**src/rtl/dualport_wb_pkg.sv**
```systemverilog
// Shared types and default sizes for the dual-port Wishbone burst master.
// Contents:
//   DefAddrW / DefDataW / DefSelW  default word-address, data and byte-select widths
//   state_e                        burst FSM states
//   wb_req_t                       one Wishbone request beat (we, addr, sel, data) at default widths
package dualport_wb_pkg;

  localparam int unsigned DefAddrW = 11;
  localparam int unsigned DefDataW = 32;
  localparam int unsigned DefSelW  = DefDataW / 8;

  typedef enum logic [1:0] {
    StIdle,
    StIssue,
    StDrain,
    StDone
  } state_e;

  typedef struct packed {
    logic                we;
    logic [DefAddrW-1:0] addr;
    logic [DefSelW-1:0]  sel;
    logic [DefDataW-1:0] data;
  } wb_req_t;

endpackage

```
**src/rtl/dualport_wb_master_if.sv**
```systemverilog
// Pipelined Wishbone request/response bundle toward one port of a dual-port RAM.
// Signals (named from the master's point of view):
//   wb_stb_o, wb_we_o, wb_addr_o, wb_sel_o, wb_data_o   request, driven by the master
//   wb_stall_i, wb_ack_i, wb_data_i                     response, driven by the slave
// Modports: master, slave.
interface dualport_wb_master_if #(
  parameter int unsigned ADDR_W = 11,
  parameter int unsigned DATA_W = 32
);
  localparam int unsigned SEL_W = DATA_W / 8;

  logic              wb_stb_o;
  logic              wb_we_o;
  logic [ADDR_W-1:0] wb_addr_o;
  logic [SEL_W-1:0]  wb_sel_o;
  logic [DATA_W-1:0] wb_data_o;
  logic              wb_stall_i;
  logic              wb_ack_i;
  logic [DATA_W-1:0] wb_data_i;

  modport master (
    output wb_stb_o, wb_we_o, wb_addr_o, wb_sel_o, wb_data_o,
    input  wb_stall_i, wb_ack_i, wb_data_i
  );

  modport slave (
    input  wb_stb_o, wb_we_o, wb_addr_o, wb_sel_o, wb_data_o,
    output wb_stall_i, wb_ack_i, wb_data_i
  );

endinterface

```
**src/rtl/dualport_wb_req_reg.sv**
```systemverilog
// Stall-holding Wishbone request register.
// Holds stb plus one request beat; the beat stays frozen while the slave stalls.
// Ports:
//   clk, rst_n   clock, synchronous active-low reset
//   flush        drop stb immediately (abandoned burst)
//   load         capture load_req and raise stb; only legal when free=1
//   load_req     beat to capture
//   stall        slave stall input
//   stb, req     registered request outputs
//   accept       stb & ~stall: beat handed over this cycle
//   free         register empty or emptying this cycle, so a new beat may load
module dualport_wb_req_reg
  import dualport_wb_pkg::*;
#(
  parameter type req_t = wb_req_t
) (
  input  logic clk,
  input  logic rst_n,
  input  logic flush,
  input  logic load,
  input  req_t load_req,
  input  logic stall,
  output logic stb,
  output req_t req,
  output logic accept,
  output logic free
);

  logic stb_q;
  req_t req_q;

  always_comb begin
    accept = stb_q & ~stall;
    free   = ~stb_q | ~stall;
  end

  always_ff @(posedge clk) begin
    if (!rst_n) begin
      stb_q <= 1'b0;
      req_q <= '0;
    end else if (flush) begin
      stb_q <= 1'b0;
    end else if (load) begin
      stb_q <= 1'b1;
      req_q <= load_req;
    end else if (accept) begin
      // Fields keep their last value so we_o stays constant for the burst.
      stb_q <= 1'b0;
    end
  end

  assign stb = stb_q;
  assign req = req_q;

endmodule

```
**src/rtl/dualport_wb_master.sv**
```systemverilog
// Burst command to pipelined Wishbone master for one port of a dual-port RAM.
// A command (we, start addr, len 1..16 with 0 meaning 16, sel) issues one beat per cycle at
// consecutive word addresses (wrapping modulo 2^ADDR_W), tracks outstanding acks, streams read
// data out, and pulses done_o once every beat has been acked.
// Ports:
//   clk, rst_n                        clock, synchronous active-low reset
//   cmd_valid_i/cmd_ready_o           command handshake (ready only when idle)
//   cmd_we_i, cmd_addr_i, cmd_len_i, cmd_sel_i   command fields
//   wdata_valid_i/wdata_ready_o, wdata_i         write-beat stream
//   rdata_valid_o, rdata_o            one pulse per read ack
//   done_o                            one-cycle burst-complete pulse
//   err_o                             sticky ack-timeout flag
//   p0                                Wishbone master port
// Build option: DUALPORT_WB_MASTER_TIMEOUT_EN enables the ack watchdog (TIMEOUT_CYC cycles);
// otherwise err_o is tied low.
module dualport_wb_master
  import dualport_wb_pkg::*;
#(
  parameter int unsigned ADDR_W      = DefAddrW,
  parameter int unsigned DATA_W      = DefDataW,
  parameter int unsigned TIMEOUT_CYC = 64,
  localparam int unsigned SEL_W      = DATA_W / 8
) (
  input  logic              clk,
  input  logic              rst_n,
  input  logic              cmd_valid_i,
  output logic              cmd_ready_o,
  input  logic              cmd_we_i,
  input  logic [ADDR_W-1:0] cmd_addr_i,
  input  logic [4:0]        cmd_len_i,
  input  logic [SEL_W-1:0]  cmd_sel_i,
  input  logic              wdata_valid_i,
  output logic              wdata_ready_o,
  input  logic [DATA_W-1:0] wdata_i,
  output logic              rdata_valid_o,
  output logic [DATA_W-1:0] rdata_o,
  output logic              done_o,
  output logic              err_o,
  dualport_wb_master_if.master p0
);

  typedef struct packed {
    logic              we;
    logic [ADDR_W-1:0] addr;
    logic [SEL_W-1:0]  sel;
    logic [DATA_W-1:0] data;
  } req_t;

  state_e            state_q;
  logic              we_q;
  logic [ADDR_W-1:0] addr_q;     // address of the next beat to load
  logic [SEL_W-1:0]  sel_q;
  logic [4:0]        left_q;     // beats not yet loaded
  logic [4:0]        out_q;      // accepted but not yet acked
  logic [4:0]        out_d;
  logic [DATA_W-1:0] rdata_q;
  logic              rdata_valid_q;
  logic              done_q;

  logic req_stb, req_accept, req_free, load, ack_v, timeout;
  req_t req_d, req_q;

  always_comb begin
    ack_v = p0.wb_ack_i & (out_q != 5'd0);
    load  = (state_q == StIssue) & req_free & (left_q != 5'd0) & (~we_q | wdata_valid_i) &
            ~timeout;
    req_d = '{we: we_q, addr: addr_q, sel: sel_q, data: (we_q ? wdata_i : '0)};
    out_d = out_q + 5'(req_accept) - 5'(ack_v);
  end

  dualport_wb_req_reg #(
    .req_t (req_t)
  ) u_req_reg (
    .clk      (clk),
    .rst_n    (rst_n),
    .flush    (timeout),
    .load     (load),
    .load_req (req_d),
    .stall    (p0.wb_stall_i),
    .stb      (req_stb),
    .req      (req_q),
    .accept   (req_accept),
    .free     (req_free)
  );

  always_ff @(posedge clk) begin
    if (!rst_n) begin
      state_q       <= StIdle;
      we_q          <= 1'b0;
      addr_q        <= '0;
      sel_q         <= '0;
      left_q        <= 5'd0;
      out_q         <= 5'd0;
      rdata_q       <= '0;
      rdata_valid_q <= 1'b0;
      done_q        <= 1'b0;
    end else begin
      rdata_valid_q <= ack_v & ~we_q;
      if (ack_v && !we_q) begin
        rdata_q <= p0.wb_data_i;
      end
      out_q  <= out_d;
      done_q <= 1'b0;
      if (load) begin
        addr_q <= addr_q + ADDR_W'(1);
        left_q <= left_q - 5'd1;
      end
      unique case (state_q)
        StIdle: begin
          if (cmd_valid_i) begin
            we_q    <= cmd_we_i;
            addr_q  <= cmd_addr_i;
            sel_q   <= cmd_sel_i;
            left_q  <= (cmd_len_i == 5'd0) ? 5'd16 : cmd_len_i;
            state_q <= StIssue;
          end
        end
        StIssue: begin
          if (timeout) begin
            out_q   <= 5'd0;
            done_q  <= 1'b1;
            state_q <= StDone;
          end else if (left_q == 5'd0 && (req_accept || !req_stb)) begin
            state_q <= StDrain;
          end
        end
        StDrain: begin
          if (timeout) begin
            out_q   <= 5'd0;
            done_q  <= 1'b1;
            state_q <= StDone;
          end else if (out_d == 5'd0) begin
            // Uses next count so an ack this cycle finishes without an extra wait.
            done_q  <= 1'b1;
            state_q <= StDone;
          end
        end
        StDone: begin
          state_q <= StIdle;
        end
        default: begin
          state_q <= StIdle;
        end
      endcase
    end
  end

`ifdef DUALPORT_WB_MASTER_TIMEOUT_EN
  localparam int unsigned WdogW = $clog2(TIMEOUT_CYC + 1);

  logic [WdogW-1:0] wdog_q;
  logic             err_q;
  logic             wdog_run;

  always_comb begin
    wdog_run = ((state_q == StIssue) || (state_q == StDrain)) & (out_q != 5'd0) & ~ack_v;
    timeout  = wdog_run & (wdog_q == WdogW'(TIMEOUT_CYC - 1));
  end

  always_ff @(posedge clk) begin
    if (!rst_n) begin
      wdog_q <= '0;
      err_q  <= 1'b0;
    end else begin
      if (timeout) begin
        wdog_q <= '0;
        err_q  <= 1'b1;
      end else if (wdog_run) begin
        wdog_q <= wdog_q + WdogW'(1);
      end else begin
        wdog_q <= '0;
      end
      if (state_q == StIdle && cmd_valid_i) begin
        err_q <= 1'b0;
      end
    end
  end

  assign err_o = err_q;
`else
  assign timeout = 1'b0;
  assign err_o   = 1'b0;
`endif

  assign cmd_ready_o   = (state_q == StIdle);
  assign wdata_ready_o = load & we_q;
  assign rdata_valid_o = rdata_valid_q;
  assign rdata_o       = rdata_q;
  assign done_o        = done_q;

  assign p0.wb_stb_o  = req_stb;
  assign p0.wb_we_o   = req_q.we;
  assign p0.wb_addr_o = req_q.addr;
  assign p0.wb_sel_o  = req_q.sel;
  assign p0.wb_data_o = req_q.data;

endmodule

```
**src/flat_wrapper.sv**
```systemverilog
// flat-port wrapper written by rule: the top's interface ports become plain ports
module dualport_wb_master_flat import dualport_wb_pkg::*;
#(
  parameter int unsigned ADDR_W      = DefAddrW,
  parameter int unsigned DATA_W      = DefDataW,
  parameter int unsigned TIMEOUT_CYC = 64,
  localparam int unsigned SEL_W      = DATA_W / 8
)
  (clk, rst_n, cmd_valid_i, cmd_ready_o, cmd_we_i, cmd_addr_i, cmd_len_i, cmd_sel_i, wdata_valid_i, wdata_ready_o, wdata_i, rdata_valid_o, rdata_o, done_o, err_o, p0_wb_stb_o, p0_wb_we_o, p0_wb_addr_o, p0_wb_sel_o, p0_wb_data_o, p0_wb_stall_i, p0_wb_ack_i, p0_wb_data_i);
  dualport_wb_master_if #(.ADDR_W(ADDR_W), .DATA_W(DATA_W)) p0_i ();
  input  logic clk;
  input  logic rst_n;
  input  logic cmd_valid_i;
  output logic cmd_ready_o;
  input  logic cmd_we_i;
  input  logic [ADDR_W-1:0] cmd_addr_i;
  input  logic [4:0] cmd_len_i;
  input  logic [SEL_W-1:0] cmd_sel_i;
  input  logic wdata_valid_i;
  output logic wdata_ready_o;
  input  logic [DATA_W-1:0] wdata_i;
  output logic rdata_valid_o;
  output logic [DATA_W-1:0] rdata_o;
  output logic done_o;
  output logic err_o;
  output wire logic [$bits(p0_i.wb_stb_o)-1:0] p0_wb_stb_o;
  output wire logic [$bits(p0_i.wb_we_o)-1:0] p0_wb_we_o;
  output wire logic [$bits(p0_i.wb_addr_o)-1:0] p0_wb_addr_o;
  output wire logic [$bits(p0_i.wb_sel_o)-1:0] p0_wb_sel_o;
  output wire logic [$bits(p0_i.wb_data_o)-1:0] p0_wb_data_o;
  input wire logic [$bits(p0_i.wb_stall_i)-1:0] p0_wb_stall_i;
  input wire logic [$bits(p0_i.wb_ack_i)-1:0] p0_wb_ack_i;
  input wire logic [$bits(p0_i.wb_data_i)-1:0] p0_wb_data_i;
  assign p0_wb_stb_o = p0_i.wb_stb_o;
  assign p0_wb_we_o = p0_i.wb_we_o;
  assign p0_wb_addr_o = p0_i.wb_addr_o;
  assign p0_wb_sel_o = p0_i.wb_sel_o;
  assign p0_wb_data_o = p0_i.wb_data_o;
  assign p0_i.wb_stall_i = p0_wb_stall_i;
  assign p0_i.wb_ack_i = p0_wb_ack_i;
  assign p0_i.wb_data_i = p0_wb_data_i;
  dualport_wb_master #(.ADDR_W(ADDR_W), .DATA_W(DATA_W), .TIMEOUT_CYC(TIMEOUT_CYC)) u_core (.clk(clk), .rst_n(rst_n), .cmd_valid_i(cmd_valid_i), .cmd_ready_o(cmd_ready_o), .cmd_we_i(cmd_we_i), .cmd_addr_i(cmd_addr_i), .cmd_len_i(cmd_len_i), .cmd_sel_i(cmd_sel_i), .wdata_valid_i(wdata_valid_i), .wdata_ready_o(wdata_ready_o), .wdata_i(wdata_i), .rdata_valid_o(rdata_valid_o), .rdata_o(rdata_o), .done_o(done_o), .err_o(err_o), .p0(p0_i));
endmodule
```
**config.mk**
```make
export PLATFORM = sky130hd
export DESIGN_NAME = dualport_wb_master_flat
export DESIGN_NICKNAME = d
export VERILOG_FILES = /design/src/rtl/dualport_wb_pkg.sv /design/src/rtl/dualport_wb_master_if.sv /design/src/rtl/dualport_wb_req_reg.sv /design/src/rtl/dualport_wb_master.sv /design/src/flat_wrapper.sv
export SDC_FILE = /design/constraint.sdc
export NUM_CORES = 1
export LEC_CHECK = 0
export BUFFER_PORTS_ARGS = -buffer_cell sky130_fd_sc_hd__buf_2
export CAP_MARGIN = 10
export CORE_ASPECT_RATIO = 0.7
export CORE_MARGIN = 5
export CORE_UTILIZATION = 35
export DETAILED_ROUTE_END_ITERATION = 16
export SYNTH_ARGS = -nofsm -noshare
export SYNTH_HDL_FRONTEND = slang
export SYNTH_SLANG_ARGS = --single-unit
```
**constraint.sdc**
```tcl
create_clock -name clk -period 3.05 [get_ports clk]
set_input_delay 0.61 -clock clk [delete_from_list [all_inputs] [get_ports clk]]
set_output_delay 0.61 -clock clk [all_outputs]
set_load 0.02 [all_outputs]
```
==> run metrics, run 1 <==
vias in the first global route 4144; sequential-to-total area share from yosys stat 50.0%; Clock power frac 24.8%; Slew Limit Fails 0; DIE AREA 15100 um2; Clock Tree Root clkbuf_16; status finished clean; vias per cell 4.89; Layout fillers 1254; CTS tree yes; Power Density 813 nW/um2; initial core utilization 35.7%; maximum clock path buffer count 2; Max Cap Viol 0; Post-synth top cells 148 x nand2_1, 111 x dfxtp_1, 94 x a21oi_1; Initial DRC Count 109; core footprint 12400 um2; Max transition margin 53.5%; Avg WL per Cell 14.6 um; Psw 1740 uW; post-synth cell types 41; layout cells sized above 1 29.4%; Port Buf Inserts 175; worst path cell trace inv_1, ha_1, inv_1, o41ai_2, inv_1, ha_1, inv_1, ha_1, fa_1, a21oi_1, o21bai_1, xnor2_2, nand3_1, a311oi_1; DP Wirelength 9.43 mm; cells after synthesis 552; Final Net Count 809; clk slew on worst S/H paths 0.07 ns; Area Growth Syn to Fin 29.5%; top-count cell post-synth nand2_1; top cells by area, synth dfxtp_1 50%, nand2_1 13%, a21oi_1 11%; io pins 177; Mapped Area 4440 um2; Die Y 104 um; global-route wire length before repair 20.3 mm; CP endpoint u_core.state_q[0]$_SDFFE_PN0P_; ant diodes 0; Final Skew 0.00662 ns; H-tree Lvls 3; WP data required 3.30 ns; final hold vios 0; syn_nets 655; Crit. path cell count 14; Post-synth EDFFs 0; reg2reg end u_core.state_q[0]$_SDFFE_PN0P_; CTS Buf Count 9; register share of total power 40.2%; Async SR Flop Fraction 0%; crit path DAT 3.11 ns; Rows 34; routability cong. 0.854; Mean Syn Cell Area 8.04 um2; Yosys top cell area share 50.0%; Bufs and invs on worst path 4; R2R cell count 14; pin count of the biggest net entering global routing 73; RSZ-0062 raised after global routing false; CP max-delay cell fa_1; Comb power frac 34.9%; CP dominant cell by count inv_1; Yosys reg bits 111; minimum clock period 2.87 ns; max frequency 0.349 GHz; GRT Resource Usage Total 16.4%; Crit Path Category reg -> reg; Ys Warns 0; Switching Fraction 37.1%; first drt pass iteration count 6; Reg2Reg Setup Slack 0.18 ns; family with the most delay on the worst path adder cells; final wirelength 12.7 mm; vias 4269; leading area contributor after synthesis dfxtp_1; initial antenna violation count 1; maximum vdd drop 0.000321 V; critical path fanouts, max 3; Setup-failing EPs final 0; Worst Setup SP u_core.out_q[2]$_SDFF_PN0_; # DRC 0; Post-DRT Antenna Nets 0; P_int 2940 uW; Fin Setup TNS 0 ns; Sink Count 111; dominant synthesized flop cell dfxtp_1; hold crit path type reg -> reg; Die Wd 145 um; Clk Latency, worst-skew pair 0.34 ns; Crit. End Element register; total gr overflow 0; Static Leakage 0.00251 uW; worst slack at placement 0.0401 ns; slowest stage delay, CP 0.41 ns; final worst-path cycle share 94.0%; worst r2r src u_core.out_q[2]$_SDFF_PN0_; Worst-Margin Slew 0.696 ns; CP startpoint kind register; setup ws final 0.183 ns
worst min-delay path, cell delays in order, from the launching register on:
cell and delay [ns]:
dfxtp_1 0.31, nand2_1 0.05, a21oi_1 0.05
cells in the final DEF, fill, tap and decap left out, drive strengths merged, types with 7 or more instances in the layout:
cell / n
nand3: 39
nor2: 17
xnor2: 7
ha: 11
nand2: 148
a21oi: 94
buf: 184
dfxtp: 111
clkbuf: 13
o21ai: 7
inv: 17
per-layer routing:
layer | routed length [um] | vias to the layer above | track usage (%)
li1 | - | 2155 | -
met1 | 5890 | 1949 | 22.2
met3 | 1060 | 21 | 4.78
met2 | 5560 | 142 | 25.6
met4 | 189 | 2 | 4.13
met5 | 7 | - | 0
stage by stage:
step / hold WS (ns) / area [um2] / total power [uW] / util [%] / std cells
global placement: 0.437 / 5440 / 3470 / 43.8 / 857
finish: 0.446 / 5750 / 4670 / 46.3 / 873
floorplan: 0.432 / 4440 / 3020 / - / 552
global route: 0.470 / 5750 / 5010 / 46.3 / 873
detailed placement: 0.440 / 5440 / 3530 / 43.8 / 857
CTS: 0.450 / 5740 / 4700 / 46.2 / 873
cells by family (layout without fill, tap and decap cells):
| group | count (synthesis) | in the layout | share of synthesized area [%] |
|---|---|---|---|
| simple gates | 232 | 232 | 23.0 |
| xor+xnor | 13 | 13 | 2.56 |
| buf+inv | 59 | 218 | 5.16 |
| fa+ha+maj | 12 | 12 | 3.55 |
| flops | 111 | 111 | 50.0 |
| other cells | 1 | 1 | 0.0844 |
| compound gates | 124 | 124 | 15.6 |
layout make-up:
type / count / area [um2] / share of cell area (%)
clock buffer: 13 / 250 / 4.35
tap: 162 / 203 / 3.52
clock inverter: 3 / 42.5 / 0.740
sequential: 111 / 2220 / 38.6
inverter: 18 / 68.8 / 1.20
multi-input combinational: 382 / 2010 / 34.9
timing repair buffer: 184 / 956 / 16.6
how the worst min path moves through the flow:
stage	to	slack (ns)	depth (start not counted)	from
5_1_grt	u_core.u_req_reg.req[2]$_SDFFE_PN0P_	0.47	2	u_core.u_req_reg.req[2]$_SDFFE_PN0P_
2_1_floorplan	u_core.u_req_reg.req[35]$_SDFFE_PN0P_	0.43	2	u_core.sel_q[3]$_SDFFE_PN0P_
4_1_cts	u_core.u_req_reg.req[18]$_SDFFE_PN0P_	0.45	2	u_core.u_req_reg.req[18]$_SDFFE_PN0P_
3_5_place_dp	u_core.u_req_reg.req[18]$_SDFFE_PN0P_	0.44	2	u_core.u_req_reg.req[18]$_SDFFE_PN0P_
6_report	u_core.u_req_reg.req[0]$_SDFFE_PN0P_	0.45	2	u_core.u_req_reg.req[0]$_SDFFE_PN0P_
3_3_place_gp	u_core.u_req_reg.req[11]$_SDFFE_PN0P_	0.44	2	u_core.u_req_reg.req[11]$_SDFFE_PN0P_
flip-flops by register name (all words and copies together) (netlist names):
register	flops
u_core.u_req_reg.req	48
u_core.rdata_o	32
u_core.addr_q	11
u_core.left_q	5
u_core.out_q	5
u_core.sel_q	4
u_core.state_q	2
u_core.done_o	1
u_core.rdata_valid_o	1
u_core.u_req_reg.stb	1
u_core.we_q	1
power by group through the flow:
stage | combinational (uW) | sequential [uW] | clock [uW]
floorplan | 997 | 2030 | 0
global placement | 1570 | 1900 | 0
detailed placement | 1620 | 1910 | 0
CTS | 1630 | 1880 | 1190
global route | 1840 | 1920 | 1250
finish | 1630 | 1880 | 1160
what timing repair did:
| item | in CTS | in global routing |
|---|---|---|
| endpoints found under the setup margin | 0 | 3 |
| setup buffers | 0 | 0 |
| hold endpoints to repair | 0 | 0 |
| hold buffers | 0 | 0 |
| gates resized for setup | 0 | 2 |
Power figures use the tool's default switching activity.
==> run 2: changes to the inputs <==
CTS_CLUSTER_SIZE = 10   (was unset)
SYNTH_HIERARCHICAL = 1   (was unset)
==> run 2 against run 1 <==
Total power decreased by 1.8%. Worst hold slack improved by 0.0073 ns. Routed wire length increased by 1.7%. Count of clock-buffer cells in the layout decreased by 2. Sequential cell count unchanged. Utilization decreased by 1.1 points. Area after synthesis increased by 12%. First-iteration DRC count increased by 46%.
==> run metrics, run 2 <==
status finished clean (unchanged); global-route wire length before repair 20.7 mm (was 20.3 mm); vias per cell 4.63 (was 4.89); RSZ-0062 raised after global routing false (unchanged); CTS Buf Count 9 (unchanged); Reg2Reg Setup Slack 0.14 ns (was 0.18 ns); Sink Count 111 (unchanged); Bufs and invs on worst path 5 (was 4); H-tree Lvls 3 (unchanged); sequential-to-total area share from yosys stat 44.8% (was 50.0%); Mean Syn Cell Area 8.50 um2 (was 8.04 um2); Post-DRT Antenna Nets 0 (unchanged); initial antenna violation count 4 (was 1); WP data required 3.27 ns (was 3.30 ns); core footprint 13900 um2 (was 12400 um2); Async SR Flop Fraction 0% (unchanged); Max Cap Viol 0 (unchanged); Static Leakage 0.00275 uW (was 0.00251 uW); R2R cell count 15 (was 14); max frequency 0.344 GHz (was 0.349 GHz); post-CTS setup buffers 0 (unchanged); Layout fillers 1398 (was 1254); GRT Resource Usage Total 15.2% (was 16.4%); DIE AREA 16700 um2 (was 15100 um2); final hold vios 0 (unchanged); Yosys top cell area share 44.8% (was 50.0%); Crit. End Element register (unchanged); clk slew on worst S/H paths 0.07 ns (about the same); top cells by area, synth dfxtp_1 45%, nand2_1 13%, mux2i_1 10% (was dfxtp_1 50%, nand2_1 13%, a21oi_1 11%); family with the most delay on the worst path adder cells (unchanged); hold-fix buffers at CTS 0 (unchanged); Fin Setup TNS 0 ns (unchanged); cells after synthesis 584 (was 552); io pins 177 (unchanged); CP startpoint kind register (unchanged); Setup-failing EPs final 0 (unchanged); routability cong. 0.767 (was 0.854); Post-synth top cells 178 x nand2_1, 111 x dfxtp_1, 50 x a21oi_1, 50 x mux2i_1, 37 x and2_1 (was 148 x nand2_1, 111 x dfxtp_1, 94 x a21oi_1); hold crit path type reg -> reg (unchanged); Slew Limit Fails 0 (unchanged); Worst-Margin Slew 0.984 ns (was 0.696 ns); layout cells sized above 1 29.0% (was 29.4%); dominant synthesized flop cell dfxtp_1 (unchanged); reg2reg end u_core/state_q[1]$_SDFFE_PN0P_ (was u_core.state_q[0]$_SDFFE_PN0P_); DP Wirelength 9.51 mm (was 9.43 mm); Clock Tree Root clkbuf_16 (unchanged); Post-synth EDFFs 0 (unchanged); Rows 36 (was 34); max reg flops 48 (unchanged); first drt pass iteration count 4 (was 6); total gr overflow 0 (unchanged); CP max-delay cell a2111o_1 (was fa_1); Final Net Count 847 (was 809); Post-Layout Cell Count 939 (was 873); Die Y 110 um (was 104 um); Port Buf Inserts 175 (unchanged); initial core utilization 35.7% (about the same); minimum clock period 2.91 ns (was 2.87 ns); critical path fanouts, max 3 (unchanged); Power Density 730 nW/um2 (was 813 nW/um2); slowest stage delay, CP 0.38 ns (was 0.41 ns); vias 4350 (was 4269); Final Skew 0.0106 ns (was 0.00662 ns); leading cell type in the layout, fill and taps excluded nand2_1 (was buf_2); Die Wd 152 um (was 145 um); Hold Crit Depth 2 (unchanged); final wirelength 12.9 mm (was 12.7 mm); Mapped Area 4960 um2 (was 4440 um2); final worst-path cycle share 95.3% (was 94.0%); Crit Path Category reg -> reg (unchanged); # DRC 0 (unchanged); crit path DAT 3.13 ns (was 3.11 ns); Ys Warns 6 (was 0); Hold Path Sink u_core/rdata_o[2]$_SDFFE_PN0P_ (was u_core.u_req_reg.req[0]$_SDFFE_PN0P_); worst path cell trace inv_1, ha_1, inv_1, o41ai_4, inv_1, ha_1, inv_1, ha_1, inv_1, fa_2, nand2b_1, a21oi_2, xnor2_2, nand3_1, a2111o_1 (was inv_1, ha_1, inv_1, o41ai_2, inv_1, ha_1, inv_1, ha_1, fa_1, a21oi_1, o21bai_1, xnor2_2, nand3_1, a311oi_1); maximum vdd drop 0.000291 V (was 0.000321 V); commonest cells after routing, fill and taps aside 178 x nand2_1, 174 x buf_2, 111 x dfxtp_1, 50 x mux2i_1, 49 x a21oi_1 (was 175 x buf_2, 148 x nand2_1, 111 x dfxtp_1, 94 x a21oi_1, 39 x nand3_1); Max transition margin 34.3% (was 53.5%); Yosys reg bits 111 (unchanged); top-count cell post-synth nand2_1 (unchanged); leading area contributor after synthesis dfxtp_1 (unchanged); CTS tree yes (unchanged); pin count of the biggest net entering global routing 81 (was 73); Initial DRC Count 159 (was 109); post-synth cell types 46 (was 41); total placed cells including tap cells 923 (was 857); Clk Latency, worst-skew pair 0.34 ns (about the same); Min-Delay Startpoint u_core/rdata_o[2]$_SDFFE_PN0P_ (was u_core.u_req_reg.req[0]$_SDFFE_PN0P_); Avg WL per Cell 13.8 um (was 14.6 um); vias in the first global route 4237 (was 4144); worst r2r src u_core/out_q[3]$_SDFF_PN0_ (was u_core.out_q[2]$_SDFF_PN0_); CP dominant cell by count inv_1 (unchanged); Area Growth Syn to Fin 26.6% (was 29.5%); maximum clock path buffer count 2 (unchanged)
## run 2: cell types whose count changed after synthesis, sizes merged, moves of 3 or more
cell,before,now
mux2i,0,50
clkbuf,34,22
a311oi,6,1
o21ai,7,11
and2,6,37
xor2,6,10
or3,4,1
nand2,148,179
buf,7,18
nand3,39,3
a21oi,94,50
## run 2: worst reg2reg max path: cells and delay by family, from the launching register on
| kind | cells | cell delay [ns] |
|---|---|---|
| AO/OA/AOI/OAI | 3 | 0.79 |
| XOR/XNOR | 1 | 0.15 |
| adder cells (fa/ha/maj) | 4 | 0.92 |
| buffers and inverters | 5 | 0.32 |
| flip-flops | 1 | 0.32 |
| AND/OR/NAND/NOR | 2 | 0.29 |
## run 2: area by class of cell
type	instances	area (um2)	share of cell area (%)
well taps	190	238	3.78
inverters	16	60.1	0.955
flip-flops and latches	111	2220	35.4
clock inverters	4	27.5	0.438
clock buffers	11	253	4.02
diodes	1	2.50	0.0398
repair buffers	187	981	15.6
multi-input cells	419	2500	39.8
## run 2: timing repair
action,CTS,global route
setup endpoints to repair,2,2
resized for setup,0,5
pin swaps,1,2
endpoints found under the hold margin,0,0
## run 2: layer usage
layer,global-route usage [%],wire length (um),vias to the layer above
met2,25.1,5730,149
met3,6.57,1290,16
met5,0,40,-
met1,18.4,5750,1958
met4,3.59,109,6
li1,-,-,2221
## run 2: logic make-up (layout without fill, tap and decap cells)
kind of cell	Yosys count	in the layout	share of synthesized area (%)
other	1	4	0.0755
adder cells (fa/ha/maj)	12	12	3.18
AO/OA/AOI/OAI	74	74	8.77
buffers and inverters	56	218	5.67
XOR/XNOR	16	16	2.82
multiplexers	50	50	10.1
AND/OR/NAND/NOR	264	264	24.6
flip-flops	111	111	44.8
## run 2: where the power goes
part	leakage (uW)	internal [uW]	switching [uW]
clock network	0.000142	599	529
registers	0.000906	1670	183
logic	0.00170	668	941
total	0.00275	2940	1650
## run 2: worst max path at each step
stage	startpoint	end	slack (ns)	cells past startpoint
3_3_place_gp	u_core/out_q[3]$_SDFF_PN0_	u_core/state_q[1]$_SDFFE_PN0P_	0.06	15
4_1_cts	u_core/out_q[3]$_SDFF_PN0_	u_core/state_q[1]$_SDFFE_PN0P_	0.03	15
2_1_floorplan	u_core/out_q[3]$_SDFF_PN0_	u_core/state_q[1]$_SDFFE_PN0P_	0.15	15
6_report	u_core/out_q[3]$_SDFF_PN0_	u_core/state_q[1]$_SDFFE_PN0P_	0.14	15
3_5_place_dp	u_core/out_q[3]$_SDFF_PN0_	u_core/state_q[1]$_SDFFE_PN0P_	-0.06	15
5_1_grt	u_core/out_q[2]$_SDFF_PN0_	u_core/state_q[1]$_SDFFE_PN0P_	0.009	15
## run 2: metrics by stage
step | power [uW] | util (%) | area [um2] | hold WS (ns) | setup slack [ns]
floorplan | 3030 | - | 4970 | 0.435 | 0.146
global placement | 3400 | 42.9 | 5970 | 0.439 | 0.0588
detailed placement | 3450 | 42.9 | 5970 | 0.444 | -0.0553
global route | 4900 | 45.2 | 6290 | 0.474 | 0.00927
CTS | 4600 | 44.9 | 6250 | 0.458 | 0.0346
finish | 4590 | 45.2 | 6290 | 0.453 | 0.142
==> run 3: changes to the inputs <==
clock period = 3 ns   (was 3.05 ns; I/O delays follow)
==> run 3 against run 2 <==
Highest routed layer unchanged. Utilization increased by 0.86 points. The flow now finishes with violations (setup timing). Non-clock buffer count increased by 6. Total power increased by 7.2%.
==> run metrics, run 3 (same netlist as run 2, synthesis figures left out) <==
crit path DAT 3.27 ns (was 3.13 ns); Area Growth Syn to Fin 29.0% (was 26.6%); Max Cap Viol 0 (unchanged); Clock power frac 25.7% (was 24.6%); core footprint 13900 um2 (unchanged); Post-DRT Antenna Nets 0 (unchanged); max reg flops 48 (unchanged); initial core utilization 35.7% (unchanged); P_int 3180 uW (was 2940 uW); vias 4405 (was 4350); Crit Path Category reg -> reg (unchanged); # DRC 0 (unchanged); RSZ-0062 raised after global routing true (was false); total gr overflow 0 (unchanged); Comb power frac 35.9% (was 35.0%); GRT Resource Usage Total 15.7% (was 15.2%); final hold vios 0 (unchanged); Port Buf Inserts 175 (unchanged); vias in the first global route 4371 (was 4237); global-route wire length before repair 21.4 mm (was 20.7 mm); Initial DRC Count 164 (was 159); Die Wd 152 um (unchanged); Rows 36 (unchanged); max frequency 0.330 GHz (was 0.344 GHz); DIE AREA 16700 um2 (unchanged); Slew Limit Fails 0 (unchanged); CP startpoint kind register (unchanged); Psw 1740 uW (was 1650 uW); critical path fanouts, max 3 (unchanged); Overall Power 4920 uW (was 4590 uW); leading cell type in the layout, fill and taps excluded nand2_1 (unchanged); Hold Crit Depth 2 (unchanged); register share of total power 38.4% (was 40.4%); pin count of the biggest net entering global routing 78 (was 81); total placed cells including tap cells 923 (unchanged); layout cells sized above 1 30.9% (was 29.0%); initial antenna violation count 3 (was 4); final wirelength 13.3 mm (was 12.9 mm); Final Net Count 853 (was 847); Sink Count 111 (unchanged); final worst-path cycle share 101% (was 95.3%); WP data required 3.23 ns (was 3.27 ns); Crit. End Element register (unchanged); first drt pass iteration count 5 (was 4); worst slack at placement -0.116 ns (was -0.0553 ns); R2R cell count 15 (unchanged); failing checks setup timing; clk slew on worst S/H paths 0.07 ns (about the same); hold-fix buffers at CTS 0 (unchanged); Clk Latency, worst-skew pair 0.34 ns (about the same); Max transition margin 36.2% (was 34.3%); Switching Fraction 35.4% (was 36.0%); Static Leakage 0.00280 uW (was 0.00275 uW); CTS Buf Count 9 (unchanged); Avg WL per Cell 14.1 um (was 13.8 um); Power Density 768 nW/um2 (was 730 nW/um2); CTS tree yes (unchanged); Worst-Margin Slew 0.954 ns (was 0.984 ns); status finished, violations left (was finished clean); DP Wirelength 9.71 mm (was 9.51 mm); routability cong. 0.748 (was 0.767); vias per cell 4.66 (was 4.63); worst hold slack 0.455 ns (was 0.453 ns); H-tree Lvls 3 (unchanged); Die Y 110 um (unchanged); maximum clock path buffer count 2 (unchanged); io pins 177 (unchanged); hold crit path type reg -> reg (unchanged); Clock Tree Root clkbuf_16 (unchanged); minimum clock period 3.03 ns (was 2.91 ns); setup ws final -0.0327 ns (was 0.142 ns); maximum vdd drop 0.000382 V (was 0.000291 V); Setup-failing EPs final 1 (was 0); commonest cells after routing, fill and taps aside 178 x nand2_1, 174 x buf_2, 109 x dfxtp_1, 50 x mux2i_1, 49 x a21oi_1 (was 178 x nand2_1, 174 x buf_2, 111 x dfxtp_1, 50 x mux2i_1, 49 x a21oi_1); Post-Layout Cell Count 946 (was 939); Final Skew 0.00800 ns (was 0.0106 ns)
run 3: cell types whose count changed in the layout (fill, tap and decap cells not counted), moves of 2 or more:
| cell | change |
|---|---|
| dfxtp_2 | +2 |
| clkinv_2 | -2 |
| inv_1 | -4 |
| ha_1 | -2 |
| dfxtp_1 | -2 |
| inv_2 | +4 |
| buf_4 | +6 |
run 3: area by class of cell:
class	count	area, um2
Multi-Input combinational cell	419	2540
Antenna cell	1	2.50
Clock buffer	13	270
Sequential cell	111	2220
Tap cell	190	238
Timing Repair Buffer	193	1030
Fill cell	1351	7510
Clock inverter	3	47.5
Inverter	16	60.1
run 3: worst paths after layout:
| kind | startpoint | endpoint | slack (ns) |
|---|---|---|---|
| worst max register to register | u_core/out_q[3]$_SDFF_PN0_ | u_core/state_q[1]$_SDFFE_PN0P_ | -0.03 |
| worst min register to register | u_core/rdata_o[24]$_SDFFE_PN0P_ | u_core/rdata_o[24]$_SDFFE_PN0P_ | 0.45 |
| worst max-delay path | u_core/out_q[3]$_SDFF_PN0_ | u_core/state_q[1]$_SDFFE_PN0P_ | -0.03 |
| worst min-delay path | u_core/rdata_o[24]$_SDFFE_PN0P_ | u_core/rdata_o[24]$_SDFFE_PN0P_ | 0.45 |
run 3: per-stage QoR:
step | area (um2) | util, % | setup TNS [ns]
6_report | 6410 | 46.0 | -0.0327
5_1_grt | 6410 | 46.0 | -0.177
4_1_cts | 6310 | 45.3 | 0
3_5_place_dp | 5970 | 42.9 | -0.232
3_3_place_gp | 5970 | 42.9 | 0
2_1_floorplan | 4970 | - | 0
run 3: worst max-delay path, cell delays in order (launching register included):
cell	delay, ns
dfxtp_2	0.33
inv_2	0.07
ha_4	0.13
inv_2	0.03
o41ai_4	0.31
inv_1	0.08
ha_1	0.30
inv_1	0.07
ha_2	0.19
inv_2	0.05
fa_2	0.37
nand2b_4	0.16
a21oi_4	0.16
xnor2_2	0.14
nand3_1	0.12
a2111o_1	0.42
run 3: routing by layer:
metal / vias to the layer above / track usage (%) / routed length, um
met1: 1992 / 19.5 / 6020
met5: - / 0 / 27
li1: 2234 / - / -
met4: 4 / 3.66 / 123
met3: 18 / 6.45 / 1150
met2: 157 / 25.6 / 6000
run 3: what timing repair did:
item                       4_1_cts  5_1_grt
pin swaps                        2        8
setup endpoints to repair        2        3
setup buffers                    1        5
resized for setup                2       15
cloned                           0        0
run 3: power groups by stage:
| stage | Sequential [uW] | Clock (uW) | Combinational (uW) |
|---|---|---|---|
| 2_1_floorplan | 2010 | 0 | 1070 |
| 3_3_place_gp | 1900 | 0 | 1560 |
| 3_5_place_dp | 1910 | 0 | 1600 |
| 4_1_cts | 1880 | 1310 | 1650 |
| 5_1_grt | 1930 | 1370 | 1960 |
| 6_report | 1890 | 1260 | 1770 |
